`config.mk`:
```
export PLATFORM = sky130hd
export DESIGN_NAME = spi_regbank_bridge
export DESIGN_NICKNAME = d
export VERILOG_FILES = /design/src/rtl/spi_regbank_pkg.sv /design/src/rtl/spi_sync_edge.sv /design/src/rtl/spi_regbank_bridge.sv
export SDC_FILE = /design/constraint.sdc
export NUM_CORES = 1
export LEC_CHECK = 0
export ABC_AREA = 1
export ABC_CLOCK_PERIOD_IN_PS = 2700
export CORE_ASPECT_RATIO = 1.4
export CORE_UTILIZATION = 50
export DETAILED_ROUTE_END_ITERATION = 7
export PLACE_DENSITY = 0.75
export SYNTH_ARGS = -nofsm -noshare
export SYNTH_HDL_FRONTEND = slang
export SYNTH_SLANG_ARGS = --single-unit
```
`constraint.sdc`:
```
create_clock -name clk_clk -period 2.7 [get_ports clk_clk]
set_input_delay 0.27 -clock clk_clk [delete_from_list [all_inputs] [get_ports clk_clk]]
set_output_delay 0.27 -clock clk_clk [all_outputs]
set_load 0.05 [all_outputs]
```
`src/rtl/spi_regbank_pkg.sv`:
```
`timescale 1ns/1ps
// Shared types and header layout for the SPI register-bank bridge.
package spi_regbank_pkg;

  typedef enum logic [2:0] {IDLE, HDR, WR_DATA, RD_FETCH, RD_DATA} state_t;

  localparam int HDR_W       = 16;
  localparam int HDR_RW_BIT  = 15;
  localparam int HDR_INC_BIT = 14;
  localparam int WORD_CNT_W  = 16;

  function automatic logic [WORD_CNT_W-1:0] sat_inc(input logic [WORD_CNT_W-1:0] v);
    return (v == '1) ? v : v + WORD_CNT_W'(1);
  endfunction

endpackage

```
`src/rtl/spi_sync_edge.sv`:
```
`timescale 1ns/1ps
// N-stage synchroniser with rise/fall detect taken from its last two stages.
// Edge pulses are one clk wide and lag the pin by STAGES-1 cycles; no backpressure.
module spi_sync_edge #(
  parameter int   STAGES  = 2,
  parameter logic RST_VAL = 1'b0
) (
  input  logic clk,
  input  logic rst_n,
  input  logic din,
  output logic rise,
  output logic fall
);

  logic [STAGES-1:0] sync;

  always_ff @(posedge clk or negedge rst_n) begin
    if (!rst_n) begin
      sync <= {STAGES{RST_VAL}};
    end else begin
      sync <= {sync[STAGES-2:0], din};
    end
  end

  assign rise = sync[STAGES-2] & ~sync[STAGES-1];
  assign fall = ~sync[STAGES-2] & sync[STAGES-1];

endmodule

```
`src/rtl/spi_regbank_bridge.sv`:
```
`timescale 1ns/1ps
// SPI mode-0 slave bridging 16-bit header frames to a synchronous register bank.
// mem_we within SYNC_STAGES+2 clk_clk cycles of the last data bit; the SPI master cannot be stalled.
module spi_regbank_bridge
  import spi_regbank_pkg::*;
#(
  parameter int ADDR_W      = 7,
  parameter int DATA_W      = 32,
  parameter int RD_LAT      = 1,
  parameter int SYNC_STAGES = 2
) (
  input  logic                  clk_clk,
  input  logic                  reset_reset_n,
  input  logic                  spi_clk,
  input  logic                  spi_cs_n,
  input  logic                  spi_mosi,
  output logic                  spi_miso,
  output logic [ADDR_W-1:0]     mem_addr,
  output logic                  mem_re,
  input  logic [DATA_W-1:0]     mem_rdata,
  output logic                  mem_we,
  output logic [DATA_W-1:0]     mem_wdata,
  output logic                  frame_active,
  output logic                  frame_done,
  output logic [WORD_CNT_W-1:0] word_count
);

  localparam int RX_W  = (DATA_W > HDR_W) ? DATA_W : HDR_W;
  localparam int CNT_W = 7;

  state_t state, state_nxt;

  logic              clk_rise, clk_fall, cs_rise, cs_fall;
  logic [SYNC_STAGES-1:0] mosi_sync;
  logic              mosi_s;
  logic [RX_W-2:0]   rx_shift;
  logic [DATA_W-1:0] tx_shift;
  logic [DATA_W-1:0] prefetch;
  logic [CNT_W-1:0]  bit_cnt;
  logic [RD_LAT-1:0] re_pipe;
  logic              inc;
  logic              word_done;
  logic              abort;
  logic              hdr_done;
  logic [ADDR_W-1:0] hdr_addr;

  spi_sync_edge #(.STAGES(SYNC_STAGES), .RST_VAL(1'b0)) u_sclk_sync (
    .clk  (clk_clk),
    .rst_n(reset_reset_n),
    .din  (spi_clk),
    .rise (clk_rise),
    .fall (clk_fall)
  );

  spi_sync_edge #(.STAGES(SYNC_STAGES), .RST_VAL(1'b1)) u_cs_sync (
    .clk  (clk_clk),
    .rst_n(reset_reset_n),
    .din  (spi_cs_n),
    .rise (cs_rise),
    .fall (cs_fall)
  );

  // MOSI is stable for half an SPI period around the rising edge, so the
  // oldest stage is a safe sample when the clock edge is seen.
  always_ff @(posedge clk_clk or negedge reset_reset_n) begin
    if (!reset_reset_n) begin
      mosi_sync <= '0;
    end else begin
      mosi_sync <= {mosi_sync[SYNC_STAGES-2:0], spi_mosi};
    end
  end
  assign mosi_s = mosi_sync[SYNC_STAGES-1];

  assign abort    = (state != IDLE) && cs_rise;
  assign hdr_done = (state == HDR) && clk_rise && (bit_cnt == CNT_W'(HDR_W-1));
  assign hdr_addr = ADDR_W'({rx_shift[HDR_W-2:0], mosi_s});

  always_ff @(posedge clk_clk or negedge reset_reset_n) begin
    if (!reset_reset_n) begin
      state <= IDLE;
    end else begin
      state <= state_nxt;
    end
  end

  always_comb begin
    state_nxt = state;
    case (state)
      IDLE:     if (cs_fall) state_nxt = HDR;
      HDR:      if (hdr_done) state_nxt = rx_shift[HDR_RW_BIT-1] ? WR_DATA : RD_FETCH;
      RD_FETCH: if (re_pipe[RD_LAT-1]) state_nxt = RD_DATA;
      default:  state_nxt = state;
    endcase
    if (abort) state_nxt = IDLE;
  end

  // Tracks outstanding reads; cleared on abort so a pending prefetch is dropped.
  always_ff @(posedge clk_clk or negedge reset_reset_n) begin
    if (!reset_reset_n) begin
      re_pipe <= '0;
    end else if (abort) begin
      re_pipe <= '0;
    end else begin
      re_pipe[0] <= mem_re;
      for (int i = 1; i < RD_LAT; i++) re_pipe[i] <= re_pipe[i-1];
    end
  end

  always_ff @(posedge clk_clk or negedge reset_reset_n) begin
    if (!reset_reset_n) begin
      spi_miso     <= 1'b0;
      mem_addr     <= '0;
      mem_re       <= 1'b0;
      mem_we       <= 1'b0;
      mem_wdata    <= '0;
      frame_active <= 1'b0;
      frame_done   <= 1'b0;
      word_count   <= '0;
      rx_shift     <= '0;
      tx_shift     <= '0;
      prefetch     <= '0;
      bit_cnt      <= '0;
      inc          <= 1'b0;
      word_done    <= 1'b0;
    end else begin
      mem_re     <= 1'b0;
      mem_we     <= 1'b0;
      frame_done <= 1'b0;
      if (abort) begin
        frame_active <= 1'b0;
        frame_done   <= 1'b1;
        spi_miso     <= 1'b0;
        word_done    <= 1'b0;
      end else begin
        case (state)
          IDLE: begin
            if (cs_fall) begin
              frame_active <= 1'b1;
              bit_cnt      <= '0;
              word_count   <= '0;
              word_done    <= 1'b0;
              spi_miso     <= 1'b0;
            end
          end
          HDR: begin
            if (clk_rise) begin
              rx_shift <= {rx_shift[RX_W-3:0], mosi_s};
              if (hdr_done) begin
                bit_cnt  <= '0;
                mem_addr <= hdr_addr;
                inc      <= rx_shift[HDR_INC_BIT-1];
                mem_re   <= ~rx_shift[HDR_RW_BIT-1];
              end else begin
                bit_cnt <= bit_cnt + CNT_W'(1);
              end
            end
          end
          WR_DATA: begin
            // Address moves only after the write strobe has been seen by the bank.
            if (mem_we && inc) mem_addr <= mem_addr + ADDR_W'(1);
            if (clk_rise) begin
              rx_shift <= {rx_shift[RX_W-3:0], mosi_s};
              if (bit_cnt == CNT_W'(DATA_W-1)) begin
                bit_cnt    <= '0;
                mem_we     <= 1'b1;
                mem_wdata  <= {rx_shift[DATA_W-2:0], mosi_s};
                word_count <= sat_inc(word_count);
              end else begin
                bit_cnt <= bit_cnt + CNT_W'(1);
              end
            end
          end
          RD_FETCH: begin
            if (re_pipe[RD_LAT-1]) tx_shift <= mem_rdata;
          end
          RD_DATA: begin
            if (re_pipe[RD_LAT-1]) prefetch <= mem_rdata;
            if (clk_rise) begin
              if (bit_cnt == '0) begin
                mem_re <= 1'b1;
                if (inc) mem_addr <= mem_addr + ADDR_W'(1);
              end
              if (bit_cnt == CNT_W'(DATA_W-1)) begin
                bit_cnt    <= '0;
                word_done  <= 1'b1;
                word_count <= sat_inc(word_count);
              end else begin
                bit_cnt <= bit_cnt + CNT_W'(1);
              end
            end
            if (clk_fall) begin
              if (word_done) begin
                spi_miso  <= prefetch[DATA_W-1];
                tx_shift  <= {prefetch[DATA_W-2:0], 1'b0};
                word_done <= 1'b0;
              end else begin
                spi_miso <= tx_shift[DATA_W-1];
                tx_shift <= {tx_shift[DATA_W-2:0], 1'b0};
              end
            end
          end
          default: ;
        endcase
      end
    end
  end

endmodule

```
==> results.sh, run 1 <==
export IMPL_status="completed"
export IMPL_vias_per_cell=5.16
export IMPL_synthDistinctLibCells=33
export IMPL_min_period_over_period_pct=80.6
export IMPL_ys_top_cells_by_count="nand2_1 (334), dfrtp_1 (172), o21ai_0 (151)"
export IMPL_crit_path_max_incr_delay_ns=0.97
export IMPL_yosys_area_top_type="dfrtp_1"
export IMPL_ys_seq_area_share_pct=52.7
export IMPL_netlist_area_um2=8270
export IMPL_tightestPinTransition_ns=1.24
export IMPL_yosys_top_cells_area="dfrtp_1 (52%), nand2_1 (15%), o21ai_0 (9.1%), inv_1 (5.9%), o211ai_1 (2.8%)"
export IMPL_ff2ff_path_depth=5
export IMPL_pre_cts_ws_ns=0.509
export IMPL_finalSetupViolCount=0
export IMPL_placedCellCount=1296
export IMPL_die_height_um=154
export IMPL_crit_path_cell_trace="inv_2, nand3_2, inv_1, o21ai_4, o21ai_0"
export IMPL_final_area_um2=9990
export IMPL_dieArea_um2=17100
export IMPL_yosysMostFrequentCell="nand2_1"
export IMPL_drt_iter0_drc=545
export IMPL_insertion_delay_ns=0.43
export IMPL_place_area_um2=9420
export IMPL_worstReg2RegStart="state[2]$_DFFE_PN0P_"
export IMPL_fin_worst_skew_ns=0.00985
export IMPL_antenna_found_initial=0
export IMPL_io_pins=97
export IMPL_synth_main_ff_cell="dfrtp_1"
export IMPL_crit_fanout=62
export IMPL_wl_um=17600
export IMPL_drc=0
export IMPL_cap_violations=0
export IMPL_setup_slack_ns=0.525
export IMPL_hp_class="in2reg"
export IMPL_clock_sinks=174
export IMPL_path_delay_family="compound AO/OA/AOI/OAI gates"
export IMPL_worst_setup_path_start_kind="flip-flop"
export IMPL_slew_headroom_pct=17.1
export IMPL_setup_worst_path_end="rx_shift[25]$_DFFE_PN0P_"
export IMPL_grt_max_degree=65
export IMPL_post_layout_nonfiller_instances=1327
export IMPL_vias=6841
export IMPL_place_hpwl_um=11500
export IMPL_place_congestion=0.917
export IMPL_row_count=55
export IMPL_dieWidth_um=111
export IMPL_ys_warn_count=0
export IMPL_synth_seq_cells=174
export IMPL_multi_input_area_um2=3210
export IMPL_grt_pass1_wl_um=30700
export IMPL_clk_pin_slew_ns=0.07
export IMPL_drtPass1Iterations=5
export IMPL_wire_per_inst_um=13.2
export IMPL_cts_tree="done"
export IMPL_area_growth_pct=20.7
export IMPL_async_flop_share_pct=100
export IMPL_peakVddDrop_mv=0.770
export IMPL_layout_drive_gt1_share_pct=6.12
export IMPL_r2r_end="rx_shift[25]$_DFFE_PN0P_"
export IMPL_cp_startpoint="state[2]$_DFFE_PN0P_"
export IMPL_ant_nets=0
export IMPL_worstPathRequired_ns=2.96
export IMPL_synth_top_area_share_pct=52.0
export IMPL_p_leak_nw=4.61
export IMPL_crit_arrival_ns=2.44
export IMPL_crit_path_top_delay_cell="o21ai_4"
export IMPL_layout_area_seq_um2=4360
export IMPL_coreArea_um2=16200
export IMPL_cts_htree_levels=4
export IMPL_crit_path_end_kind="flip-flop"
export IMPL_antenna_cells=0
export IMPL_p_total_mw=6.49
export IMPL_cts_repair_resized=0
export IMPL_cp_depth=5
export IMPL_nNetsFinal=1158
export IMPL_cts_made_buffers=17
export IMPL_io_buffers=96
export IMPL_cp_buffers_inverters=2
export IMPL_grt_usage_pct=22.0
export IMPL_r2r_setup_slack_ns=0.52
export IMPL_n_fill_cell=1429
export IMPL_maxSlewViolCount=0
export IMPL_rsz0062_at_grt="false"
export IMPL_synth_edf_count=0
export IMPL_powerDensity_nw_per_um2=650
export IMPL_syn_nets=1076
export IMPL_root_buffer="clkbuf_16"
export IMPL_initial_core_util_pct=51.2
export IMPL_fin_crit_ns=2.18
export IMPL_grt_ovfl_total=0
export IMPL_syn_avg_cell_area_um2=7.99
export IMPL_finalSetupTns_ns=0
export IMPL_synthCells=1035
export IMPL_clock_path_buffers=2
export IMPL_worstSetupPathType="reg2reg"
export IMPL_grt_pass1_vias=6637
export IMPL_fmax_ghz=0.460
export IMPL_hold_violations=0
-- power breakdown --
| part | internal [mW] | switching (mW) | total, mW |
|---|---|---|---|
| Clock | 1.28 | 1.06 | 2.35 |
| Sequential | 2.76 | 0.156 | 2.92 |
| Combinational | 0.384 | 0.838 | 1.22 |
-- registers in the layout, summed over array words and instances (netlist names), 2 cells and up --
signal,flops
mem_wdata,32
prefetch,32
tx_shift,32
rx_shift,31
word_count,16
bit_cnt,7
mem_addr,7
state,3
mosi_sync,2
u_cs_sync.sync,2
u_sclk_sync.sync,2
-- layer usage --
metal,global-route usage [%],up-vias,part of all wire (%)
met1,27.7,3250,44
met2,37.9,128,51
met4,6.92,0,1.1
met3,4.47,17,3.6
met5,0,-,0
li1,-,3446,-
-- cell families (layout without fill, tap and decap cells) --
| group | Yosys count | count (layout) | share of synthesized area (%) |
|---|---|---|---|
| adder cells (fa/ha/maj) | 4 | 4 | 0.605 |
| multiplexers | 1 | 1 | 0.136 |
| flip-flops | 174 | 174 | 52.7 |
| buffers and inverters | 180 | 273 | 8.61 |
| AO/OA/AOI/OAI | 217 | 217 | 14.4 |
| AND/OR/NAND/NOR | 448 | 448 | 22.4 |
| XOR/XNOR | 11 | 11 | 1.16 |
-- final cells by class --
type                            instances  share of cell area [%]
Inverter                              138                    5.19
Sequential cell                       174                    43.6
Timing Repair Buffer                  105                    11.0
Multi-Input combinational cell        681                    32.2
Clock buffer                           17                    4.26
Clock inverter                         13                    1.32
Tap cell                              199                    2.49
-- placed cells by master (no fill, tap or decap), types with 5 or more instances in the layout --
| master | netlist | routed |
|---|---|---|
| nand2_1 | 334 | 334 |
| dfrtp_1 | 172 | 172 |
| o21ai_0 | 151 | 151 |
| inv_1 | 131 | 131 |
| clkdlybuf4s50_1 | 0 | 95 |
| nor2_1 | 44 | 44 |
| nand3_1 | 38 | 38 |
| o211ai_1 | 31 | 31 |
| o21ai_1 | 19 | 19 |
| clkbuf_16 | 0 | 17 |
| a21oi_1 | 9 | 9 |
| nand4_1 | 9 | 9 |
| inv_2 | 7 | 7 |
| xor2_1 | 7 | 7 |
| nor2_2 | 6 | 6 |
| inv_6 | 0 | 5 |
| buf_12 | 0 | 5 |
-- metrics by stage --
stage | hold WS [ns] | util (%)
after floorplan | -0.0256 | -
after global placement | 0.264 | 58.3
after detailed placement | 0.264 | 58.3
after CTS | 0.254 | 61.8
after global routing | 0.267 | 61.8
final | 0.268 | 61.8
-- repair_timing --
action,4_1_cts,5_1_grt
setup endpoints to repair,0,0
hold endpoints to repair,48,0
hold buffers,1,0
setup buffers,0,0
-- worst min-delay path by stage --
stage,startpoint,to,slack [ns],cells past startpoint
2_1_floorplan,reset_reset_n,bit_cnt[0]$_DFFE_PN0P_,-0.03,0
5_1_grt,spi_clk,u_sclk_sync.sync[0]$_DFF_PN0_,0.27,1
3_5_place_dp,reset_reset_n,tx_shift[14]$_DFFE_PN0P_,0.26,1
4_1_cts,spi_mosi,mosi_sync[0]$_DFF_PN0_,0.25,1
6_report,spi_mosi,mosi_sync[0]$_DFF_PN0_,0.27,1
3_3_place_gp,reset_reset_n,tx_shift[14]$_DFFE_PN0P_,0.26,1
Power figures use the tool's default switching activity.
==> run 2: changes to the inputs <==
--- a/config.mk
+++ b/config.mk
@@ -6,11 +6,11 @@
 export NUM_CORES = 1
 export LEC_CHECK = 0
 export ABC_AREA = 1
-export ABC_CLOCK_PERIOD_IN_PS = 2700
+export ABC_CLOCK_PERIOD_IN_PS = 1760
 export CORE_ASPECT_RATIO = 1.4
 export CORE_UTILIZATION = 50
 export DETAILED_ROUTE_END_ITERATION = 7
-export PLACE_DENSITY = 0.75
+export PLACE_DENSITY = 0.77
 export SYNTH_ARGS = -nofsm -noshare
 export SYNTH_HDL_FRONTEND = slang
 export SYNTH_SLANG_ARGS = --single-unit
==> constraint.sdc (replaced) <==
create_clock -name clk_clk -period 1.76 [get_ports clk_clk]
set_input_delay 0.176 -clock clk_clk [delete_from_list [all_inputs] [get_ports clk_clk]]
set_output_delay 0.176 -clock clk_clk [all_outputs]
set_load 0.05 [all_outputs]
==> results.sh, run 2 (synthesized netlist as in run 1, its figures left out) <==
export IMPL_finalSetupViolCount=0
export IMPL_worst_setup_path_start_kind="flip-flop"
export IMPL_io_buffers=96
export IMPL_grt_pass1_vias=6728
export IMPL_grt_pass1_wl_um=30400
export IMPL_layout_commonest_cell="nand2_1"
export IMPL_drtPass1Iterations=7
export IMPL_finalSetupTns_ns=0
export IMPL_grt_ovfl_total=0
export IMPL_crit_path_top_delay_cell="dfrtp_1"
export IMPL_fin_crit_ns=1.69
export IMPL_wl_um=17800
export IMPL_fmax_ghz=0.591
export IMPL_crit_top_cell="nand2_1"
export IMPL_layout_common_cells="nand2_1 (333), dfrtp_1 (161), o21ai_0 (150)"
export IMPL_area_growth_pct=25.5
export IMPL_cts_htree_levels=4
export IMPL_cts_made_buffers=17
export IMPL_crit_fanout=34
export IMPL_dieArea_um2=17100
export IMPL_tightestPinTransition_ns=0.537
export IMPL_nNetsFinal=1196
export IMPL_place_hpwl_um=12400
export IMPL_p_leak_nw=5.06
export IMPL_crit_path_end_kind="flip-flop"
export IMPL_peakVddDrop_mv=0.801
export IMPL_worstPathRequired_ns=2.09
export IMPL_min_period_over_period_pct=96.1
export IMPL_insertion_delay_ns=0.44
export IMPL_dieWidth_um=111
export IMPL_grt_usage_pct=21.9
export IMPL_drt_iter0_drc=403
export IMPL_initial_core_util_pct=51.2
export IMPL_status="completed"
export IMPL_row_count=55
export IMPL_n_fill_cell=1349
export IMPL_p_total_mw=10.4
export IMPL_top_regs="mem_wdata: 32 flops, prefetch: 32 flops, tx_shift: 32 flops"
export IMPL_vias=7014
export IMPL_drc=0
export IMPL_worstSetupPathType="reg2reg"
export IMPL_cap_violations=0
export IMPL_ant_nets=0
export IMPL_die_height_um=154
export IMPL_clk_pin_slew_ns=0.07
export IMPL_clock_sinks=174
export IMPL_crit_arrival_ns=2.02
export IMPL_layout_drive_gt1_share_pct=12.5
export IMPL_slew_headroom_pct=64.4
export IMPL_wire_per_inst_um=13.1
export IMPL_grt_max_degree=47
export IMPL_hold_violations=0
export IMPL_io_pins=97
export IMPL_clock_path_buffers=2
export IMPL_vias_per_cell=5.13
export IMPL_place_congestion=0.919
export IMPL_cts_tree="done"
export IMPL_crit_path_max_incr_delay_ns=0.42
export IMPL_root_buffer="clkbuf_16"
export IMPL_fin_worst_skew_ns=0.0117
export IMPL_hp_class="in2reg"
export IMPL_antenna_cells=0
export IMPL_maxSlewViolCount=0
export IMPL_powerDensity_nw_per_um2=999
export IMPL_coreArea_um2=16200
export IMPL_antenna_found_initial=0
export IMPL_crit_path_cell_trace="inv_1, nand2_1, o21ai_4, nand2_1, nor2_4, buf_12, nand2_1, o21ai_0"
[run 2: cell types whose count changed in the layout (fill, tap and decap cells not counted), sizes merged]
cell,change
buf,+58
dlymetal6s2s,+1
dlygate4sd2,+39
inv,+2
clkdlybuf4s50,-60
[run 2: power by group]
part | switching (mW) | internal [mW] | leakage, nW
logic | 1.34 | 0.731 | 2.72
registers | 0.206 | 4.23 | 2.05
clock network | 1.80 | 2.06 | 0.303
[run 2: worst paths after layout]
kind	start	end	slack [ns]	cells after the start
max	state[0]$_DFFE_PN0P_	tx_shift[8]$_DFFE_PN0P_	0.07	8
min	spi_cs_n	u_cs_sync.sync[0]$_DFF_PN1_	0.14	1
max reg2reg	state[0]$_DFFE_PN0P_	tx_shift[8]$_DFFE_PN0P_	0.07	8
min reg2reg	mosi_sync[0]$_DFF_PN0_	mosi_sync[1]$_DFF_PN0_	0.35	0
max in group asynchronous	reset_reset_n	rx_shift[26]$_DFFE_PN0P_	0.91	3
min in group asynchronous	reset_reset_n	tx_shift[16]$_DFFE_PN0P_	0.22	2
[run 2: final cells by class]
cell class	instances	area, um2	area share (%)
inverter	138	522	5.02
sequential	174	4370	42.1
clock buffer	17	425	4.10
clock inverter	15	186	1.80
multi-input combinational	681	3260	31.4
tap	199	249	2.40
timing repair buffer	143	1370	13.2
[run 2: routing by layer]
layer | routed length, um | track usage [%]
met3 | 700 | 4.66
met1 | 7770 | 26.4
met5 | 0 | 0
met4 | 269 | 8.06
met2 | 9100 | 38.3
[run 2: critical path, delay by kind of cell, from the launching register on]
family          cells  cell delay, ns
buf+inv             2            0.30
compound gates      2            0.35
simple gates        4            0.50
flops               1            0.42
[run 2: repair_timing]
item / 4_1_cts / 5_1_grt
pin swaps: 0 / 1
setup endpoints to repair: 44 / 123
hold buffers: 1 / 0
endpoints found under the hold margin: 36 / 0
setup buffers: 0 / 2
gates resized for setup: 40 / 10
[run 2: through the flow]
stage          setup slack [ns]  utilization [%]  hold slack, ns  cells  area (um2)
2_1_floorplan           0.00908                -          -0.120   1035        8310
3_3_place_gp             0.0360             60.4           0.120   1332        9760
3_5_place_dp            -0.0279             60.4           0.122   1332        9760
4_1_cts                 0.00615             64.0           0.126   1365       10300
5_1_grt                 -0.0121             64.2           0.122   1367       10400
6_report                 0.0687             64.2           0.139   1367       10400
